**config.mk**
```make
export PLATFORM = sky130hd
export DESIGN_NAME = ats21_alarm_event_queue
export DESIGN_NICKNAME = d
export VERILOG_FILES = /design/src/rtl/ats21_alarm_event_queue.sv
export SDC_FILE = /design/constraint.sdc
export NUM_CORES = 1
export LEC_CHECK = 0
export ABC_CLOCK_PERIOD_IN_PS = 4100
export CAP_MARGIN = 20
export CORE_MARGIN = 10
export CORE_UTILIZATION = 35
export DETAILED_ROUTE_END_ITERATION = 8
export PLACE_DENSITY = 0.5
export SLEW_MARGIN = 20
export SYNTH_ARGS = -nofsm -noshare
export SYNTH_HDL_FRONTEND = slang
export SYNTH_SLANG_ARGS = --single-unit
export TNS_END_PERCENT = 5
```
**constraint.sdc**
```tcl
create_clock -name clk -period 4.1 [get_ports clk]
set_clock_uncertainty 0.2 [all_clocks]
set_input_delay 0.82 -clock clk [delete_from_list [all_inputs] [get_ports clk]]
set_output_delay 0.82 -clock clk [all_outputs]
set_load 0.05 [all_outputs]
```
**src/rtl/ats21_alarm_event_queue.sv**
```systemverilog
// ATS21 alarm event queue: turns rising edges on the alarm level bus into
// timestamped {id, ts} entries held in a show-ahead FIFO for the host.
module ats21_alarm_event_queue #(
   parameter int NUM_ALARMS = 24,
   parameter int ID_WIDTH   = 5,
   parameter int DEPTH      = 8,
   parameter int TS_WIDTH   = 16
) (
   input  logic                       clk,
   input  logic                       reset,
   input  logic [NUM_ALARMS-1:0]      alarm_data,
   input  logic                       evt_pop,
   input  logic                       clr_overflow,
   output logic                       evt_valid,
   output logic [ID_WIDTH-1:0]        evt_id,
   output logic [TS_WIDTH-1:0]        evt_ts,
   output logic [NUM_ALARMS-1:0]      pending,
   output logic [$clog2(DEPTH+1)-1:0] count,
   output logic                       overflow,
   output logic                       irq
);

   localparam int PW = $clog2(DEPTH);
   localparam int CW = $clog2(DEPTH+1);
   localparam logic [CW-1:0] DEPTH_C = CW'(DEPTH);

   logic [NUM_ALARMS-1:0] r_prev;
   logic [NUM_ALARMS-1:0] r_pending;
   logic [TS_WIDTH-1:0]   r_ts;
   logic [ID_WIDTH-1:0]   r_mem_id [DEPTH];
   logic [TS_WIDTH-1:0]   r_mem_ts [DEPTH];
   logic [PW-1:0]         r_wptr;
   logic [PW-1:0]         r_rptr;
   logic [CW-1:0]         r_count;
   logic                  r_overflow;

   logic [NUM_ALARMS-1:0] w_rise;
   logic [NUM_ALARMS-1:0] w_enq_mask;
   logic [NUM_ALARMS-1:0] w_pending_nxt;
   logic [ID_WIDTH-1:0]   w_enq_idx;
   logic                  w_space;
   logic                  w_push;
   logic                  w_pop;
   logic                  w_lost;

   // Lowest set pending bit wins the single enqueue slot of this cycle
   always_comb begin
      w_enq_idx = '0;
      for (int i = NUM_ALARMS - 1; i >= 0; i--) begin
         if (r_pending[i]) begin
            w_enq_idx = ID_WIDTH'(i);
         end else begin
            w_enq_idx = w_enq_idx;
         end
      end
   end

   // Space includes the full-with-pop case, where the head slot is freed this edge
   always_comb begin
      w_rise        = alarm_data & ~r_prev;
      w_space       = (r_count < DEPTH_C) || ((r_count == DEPTH_C) && evt_pop);
      w_push        = (|r_pending) && w_space;
      w_pop         = evt_pop && (r_count != '0);
      if (w_push) begin
         w_enq_mask = NUM_ALARMS'(1) << w_enq_idx;
      end else begin
         w_enq_mask = '0;
      end
      w_lost        = |(w_rise & r_pending & ~w_enq_mask);
      w_pending_nxt = (r_pending & ~w_enq_mask) | w_rise;
   end

   // Edge history, pending capture, timestamp and sticky overflow
   always_ff @(posedge clk or negedge reset) begin
      if (!reset) begin
         r_prev     <= '1;
         r_pending  <= '0;
         r_ts       <= '0;
         r_overflow <= 1'b0;
      end else begin
         r_prev     <= alarm_data;
         r_pending  <= w_pending_nxt;
         r_ts       <= r_ts + TS_WIDTH'(1);
         if (w_lost) begin
            r_overflow <= 1'b1;
         end else if (clr_overflow) begin
            r_overflow <= 1'b0;
         end else begin
            r_overflow <= r_overflow;
         end
      end
   end

   // FIFO storage, pointers and occupancy
   always_ff @(posedge clk or negedge reset) begin
      if (!reset) begin
         for (int k = 0; k < DEPTH; k++) begin
            r_mem_id[k] <= '0;
            r_mem_ts[k] <= '0;
         end
         r_wptr  <= '0;
         r_rptr  <= '0;
         r_count <= '0;
      end else begin
         if (w_push) begin
            r_mem_id[r_wptr] <= w_enq_idx;
            r_mem_ts[r_wptr] <= r_ts;
            r_wptr           <= r_wptr + PW'(1);
         end
         if (w_pop) begin
            r_rptr <= r_rptr + PW'(1);
         end
         case ({w_push, w_pop})
            2'b10:   r_count <= r_count + CW'(1);
            2'b01:   r_count <= r_count - CW'(1);
            default: r_count <= r_count;
         endcase
      end
   end

   assign evt_valid = (r_count != '0);
   assign evt_id    = evt_valid ? r_mem_id[r_rptr] : '0;
   assign evt_ts    = evt_valid ? r_mem_ts[r_rptr] : '0;
   assign pending   = r_pending;
   assign count     = r_count;
   assign overflow  = r_overflow;
   assign irq       = evt_valid | r_overflow;

endmodule

```
; ---- After elaboration in Yosys (flattened, before gate mapping)
; Cells that the tools add are included.
[totals]
reg_bits = 243
wordCells = 98
[classes]
add_sub_neg = 5
eq_ne = 3
bitwise_logic = 10
n_shift = 1
reduce_logical = 10
mux = 42
order_cmp = 4
[ops]
columns = operator, n
row1 = 5-bit two-way mux, 28
row2 = 128-bit bitwise mux, 1
row3 = 24-bit AND, 4
row4 = 16-bit two-way mux, 4
row5 = 16-bit binary-select mux with 3-bit select, 1
row6 = 16-bit demux with 3-bit select, 1
row7 = 24-bit NOT, 2
row8 = 24-bit OR reduction, 2
row9 = 40-bit bitwise mux, 1
row10 = 24-bit two-way mux, 1
row11 = 24-bit bitwise OR, 1
row12 = 1-bit by 5-bit left shift with 24-bit output (first input constant), 1
row13 = 16-bit by 1-bit adder with 16-bit output (second input constant), 1
row14 = 5-bit binary-select mux with 3-bit select, 1
row15 = 5-bit demux with 3-bit select, 1
row16 = 4-bit greater-or-equal comparator (second input constant), 2
row17 = 3-bit NOT with 4-bit output, 2
row18 = 4-bit one-hot mux with 2 select lines, 1
row19 = 3-bit by 1-bit adder with 3-bit output (second input constant), 2
row20 = 4-bit by 1-bit adder with 4-bit output (second input constant), 1
row21 = 4-bit equality test (second input constant), 1
row22 = 1-bit logical AND, 4
row23 = 4-bit by 1-bit less-than comparator with 1-bit output (second input constant), 1
row24 = 4-bit less-than comparator (second input constant), 1
row25 = 8 further kinds, 10

; ---- Longest topological paths before layout
[logic_depth]
depth_word = 30
ltp_mapped = 11

; ---- Worst setup path after synthesis
; OpenSTA, ideal clock, no wires.
[synth_timing]
kind = input to register
start = in evt_pop
end = reg r_count[3], in the netlist count[3]
arrival_time_ns = 3.029
cell_stages = 11
path_slack_ns = 0.723
setup_time_ns = 0.149
path_cell_list = inv_1 > o41a_1 > a21oi_1 > inv_1 > ha_1 > ha_1 > a21o_1 > a21oi_1 > xnor2_1 > nor2_1 > xor2_1
[synth_via]
elab_chain_cells = 5
elab_cells_between_ends = 8
[synth_lines]
columns = item, line
row1 = start: declaration, 12  ; input logic evt_pop,
row2 = 1-bit logical AND, 61  ; w_space = (r_count < DEPTH_C) || ((r_count == DEPTH_C) && evt_pop);
row3 = 1-bit logical OR, 61
row4 = 1-bit logical AND, 62  ; w_push = (|r_pending) && w_space;
row5 = 2-bit by 1-bit equality test with 1-bit output or 2-bit equality test (tied branches), 113  ; case ({w_push, w_pop})
row6 = 4-bit one-hot mux with 2 select lines or 2-bit nonzero test (tied branches), n/a
row7 = end signal: assignment, 114  ; 2'b10: r_count <= r_count + CW'(1);
row8 = end signal: assignment, 115  ; 2'b01: r_count <= r_count - CW'(1);
row9 = end signal: assignment, 116  ; default: r_count <= r_count;
row10 = end: declaration, 34  ; logic [CW-1:0] r_count;
; Parallel ways exist; a longest one is shown, timed or not.
; A chain may end at the register's enable or synchronous reset.

; ---- Final worst setup path
[layout_timing]
start = reg r_rptr[1]
end = out evt_ts[15]
[layout_via]
elab_chain_cells = 5
[layout_lines]
columns = item, line
row1 = start: declaration, 33  ; logic [PW-1:0] r_rptr;
row2 = start signal: assignment, 111  ; r_rptr <= r_rptr + PW'(1);
row3 = 3-bit NOT with 4-bit output (not written as such), 123  ; assign evt_ts = evt_valid ? r_mem_ts[r_rptr] : '0;
row4 = 16-bit binary-select mux with 3-bit select, 123
row5 = 16-bit two-way mux (not written as such) (2 in series), 123
row6 = 16-bit two-way mux, 123
row7 = end: declaration, 16  ; output logic [TS_WIDTH-1:0] evt_ts,
; No other way between the ends. The select of a mux whose other input is x is not followed.

==> flow_summary.ini <==
[job]
max-cap-violations = 0

[synthesis]
syn_inst = 889
syn_nets = 924
async_flop_share_pct = 100
synth_area_um2 = 11200
yosysTopAreaCellShare_pct = 49.1
ys_types = 67
yosys.area.top_type = dfrtp_1
yosysSeqAreaShare_pct = 54.7
yosys.cell_count.top_type = dfrtp_1
synth_flop_cell = dfrtp_1
synth_edf_count = 0
ys_ff_latch = 243
yosys_warnings = 0
yosys-top-cells-area = dfrtp_1 (49%), mux2_2 (12%), mux4_2 (8.5%), dfstp_2 (5.6%), o21ai_0 (3.7%)
ys_top_cells_by_count = dfrtp_1 (219), mux2_2 (121), o21ai_0 (82)
syn_area_per_cell_um2 = 12.6

[die]
io_pins = 80
rows = 65
die-height_um = 199
die_w_um = 199
core_um2 = 31600
die_area_um2 = 39500
initial_core_util_pct = 35.4

[timing]
hold_viol_final = 0
final-max-slew-violation-count = 0
final.min_clock_period_ns = 3.99
final.period_utilization_pct = 97.4
setup_viol = 0
fmax_mhz = 250
rsz0062_at_grt = false
worstMarginPinSlew_ns = 0.991
setup_tns_ns = 0
whs_ns = 0.0711
max-slew-margin-rel_pct = 33.3

[route]
vias = 7225
first_pass_iters = 5
ant_nets = 0
avgViaCountPerCell = 5.16
drtIter0Drc = 437
wl_um = 27500
drcViolationCount = 0
wl_per_cell_um = 19.7

[critical_path]
cp_max_fo = 24
crit_path_cell_trace = buf_12, mux4_2, mux2i_1, nor2_1, clkdlybuf4s50_1
max_stage_delay_ns = 0.75
worstSetupStartpointType = flop
rrSetupSlack_ns = 0.44
crit_type = reg2out
critPathRequiredTime_ns = 3.08
worstPathArrival_ns = 2.97
critical-path-slowest-cell = dfrtp_2
endpoint_kind = primary output

[clocking]
cts.repair.resized = 0
clk_path_buf_depth = 3
clk_pin_slew_worst_paths_ns = 0.06
h-tree-depth = 1
cts_root_buf = clkbuf_16
clkLatencyLatePin_ns = 0.53
cts_hold_buf = 0
numCtsBuffers = 28
cts_tree = yes
clock-sinks = 243
post_cts_buffers = 0

[final_layout]
drive_gt1_share_pct = 27.3
final_nets = 1011
syn2layout_area_growth_pct = 20.0
fin_cells = 1400
n_antenna_cell = 0

[power]
clockPowerShare_pct = 27.1
p_switching_mw = 3.01
leakage_nw = 5.93
p_total_mw = 8.46
powerDensity_nw_per_um2 = 631
swShare_pct = 35.5
peakVddDrop_uv = 528
power_frac_comb_pct = 35.5
pwr-share-seq_pct = 37.4
intPower_mw = 5.46

[global_routing]
grtUsageTotal_pct = 14.2
antenna_found_initial = 0
first_global_vias = 7505
gr-total-overflow = 0
grt_max_degree = 76
grt_pass1_wl_um = 44200

[placed_design]
globalplace.congestion = 0.860
dpl.hpwl_um = 17800
io_buffers = 79
placed_cells = 1348

[hold_path]
hold_class = in2async

[status]
outcome = finished clean
## registers in the layout, indices dropped and copies added (netlist names)
signal,count
pending,24
r_prev,24
count,4
r_wptr,3
r_ts,16
r_mem_ts,128
overflow,1
r_mem_id,40
r_rptr,3
## worst max-delay path: cells and delay by family, from the launching register on
kind / cells / cell delay [ns]
flip-flops: 1 / 0.75
AND/OR/NAND/NOR: 1 / 0.07
buffers and inverters: 2 / 1.00
multiplexers: 2 / 0.61
## cells in the final DEF, fill, tap and decap left out, types with 3 or more instances in the layout
cell,Yosys,layout
dfstp_2,24,24
o211ai_1,5,5
buf_12,0,5
a221oi_1,4,4
clkinv_2,0,4
a2bb2oi_1,3,3
buf_4,0,27
dfrtp_1,219,217
o21ai_0,82,82
nand2b_1,8,8
nand2_1,80,80
nand3_1,8,8
ha_1,6,6
o311ai_1,3,3
mux2i_1,22,22
nand4_1,6,6
nor4_1,6,5
clkbuf_16,0,29
nor3_1,7,7
o2111ai_1,5,5
clkdlybuf4s50_1,0,78
xor2_1,9,9
inv_1,43,43
nand3b_1,7,7
and3_1,3,3
nor3b_1,5,5
clkbuf_1,39,16
a21oi_1,8,8
nor2_1,43,43
mux4_2,42,42
mux2_2,121,121
xnor2_1,13,13
nor2b_1,3,3
## power groups by stage
stage                     sequential (mW)  clock (mW)  combinational, mW
final                                3.17        2.29               3.00
after global routing                 3.22        2.49               3.25
after CTS                            3.17        2.38               3.07
after detailed placement             3.21           0               3.06
after global placement               3.20           0               3.03
after floorplan                      3.15           0               2.05
## logic make-up after synthesis
family | Yosys count | synth area share (%)
DFF | 243 | 54.7
and+or+nand+nor | 194 | 8.66
muxes | 185 | 22.6
AOI/OAI and AO/OA | 141 | 8.04
buffers and inverters | 97 | 3.38
xor gates and xnor gates | 22 | 1.72
adders and majority gates | 7 | 0.851
## routing by layer
metal	up-vias	wire [um]	track usage [%]
met5	-	0	0
met4	0	557	3.53
met3	36	1110	2.30
met2	135	13200	23.2
met1	3687	12700	19.2
li1	3367	-	-
## worst paths after layout
check | from | to | depth (start not counted)
setup / recovery | r_rptr[1] | evt_ts[15] | 5
hold / removal | reset | r_mem_ts[115] | 1
setup reg to reg | pending[13] | overflow | 8
hold reg to reg | r_mem_id[9] | r_mem_id[9] | 2
max in group asynchronous | reset | r_prev[22] | 2
min in group clk | r_mem_id[9] | r_mem_id[9] | 2
## area by class of cell
class | count | area, um^2
fillers | 2988 | 18100
clock inverters | 5 | 28.8
flip-flops and latches | 243 | 6110
multi-input cells | 549 | 4690
well taps | 402 | 503
inverters | 43 | 161
repair buffers | 111 | 1100
clock buffers | 47 | 813
## stage by stage
stage / cell area, um^2 / util, % / setup WS (ns)
6_report: 13400 / 42.5 / 0.108
4_1_cts: 13400 / 42.5 / 0.0770
3_3_place_gp: 12600 / 39.8 / 0.196
2_1_floorplan: 11200 / - / 0.723
3_5_place_dp: 12600 / 39.8 / 0.150
5_1_grt: 13400 / 42.5 / 0.0136
(Power assumes the default switching activity.)
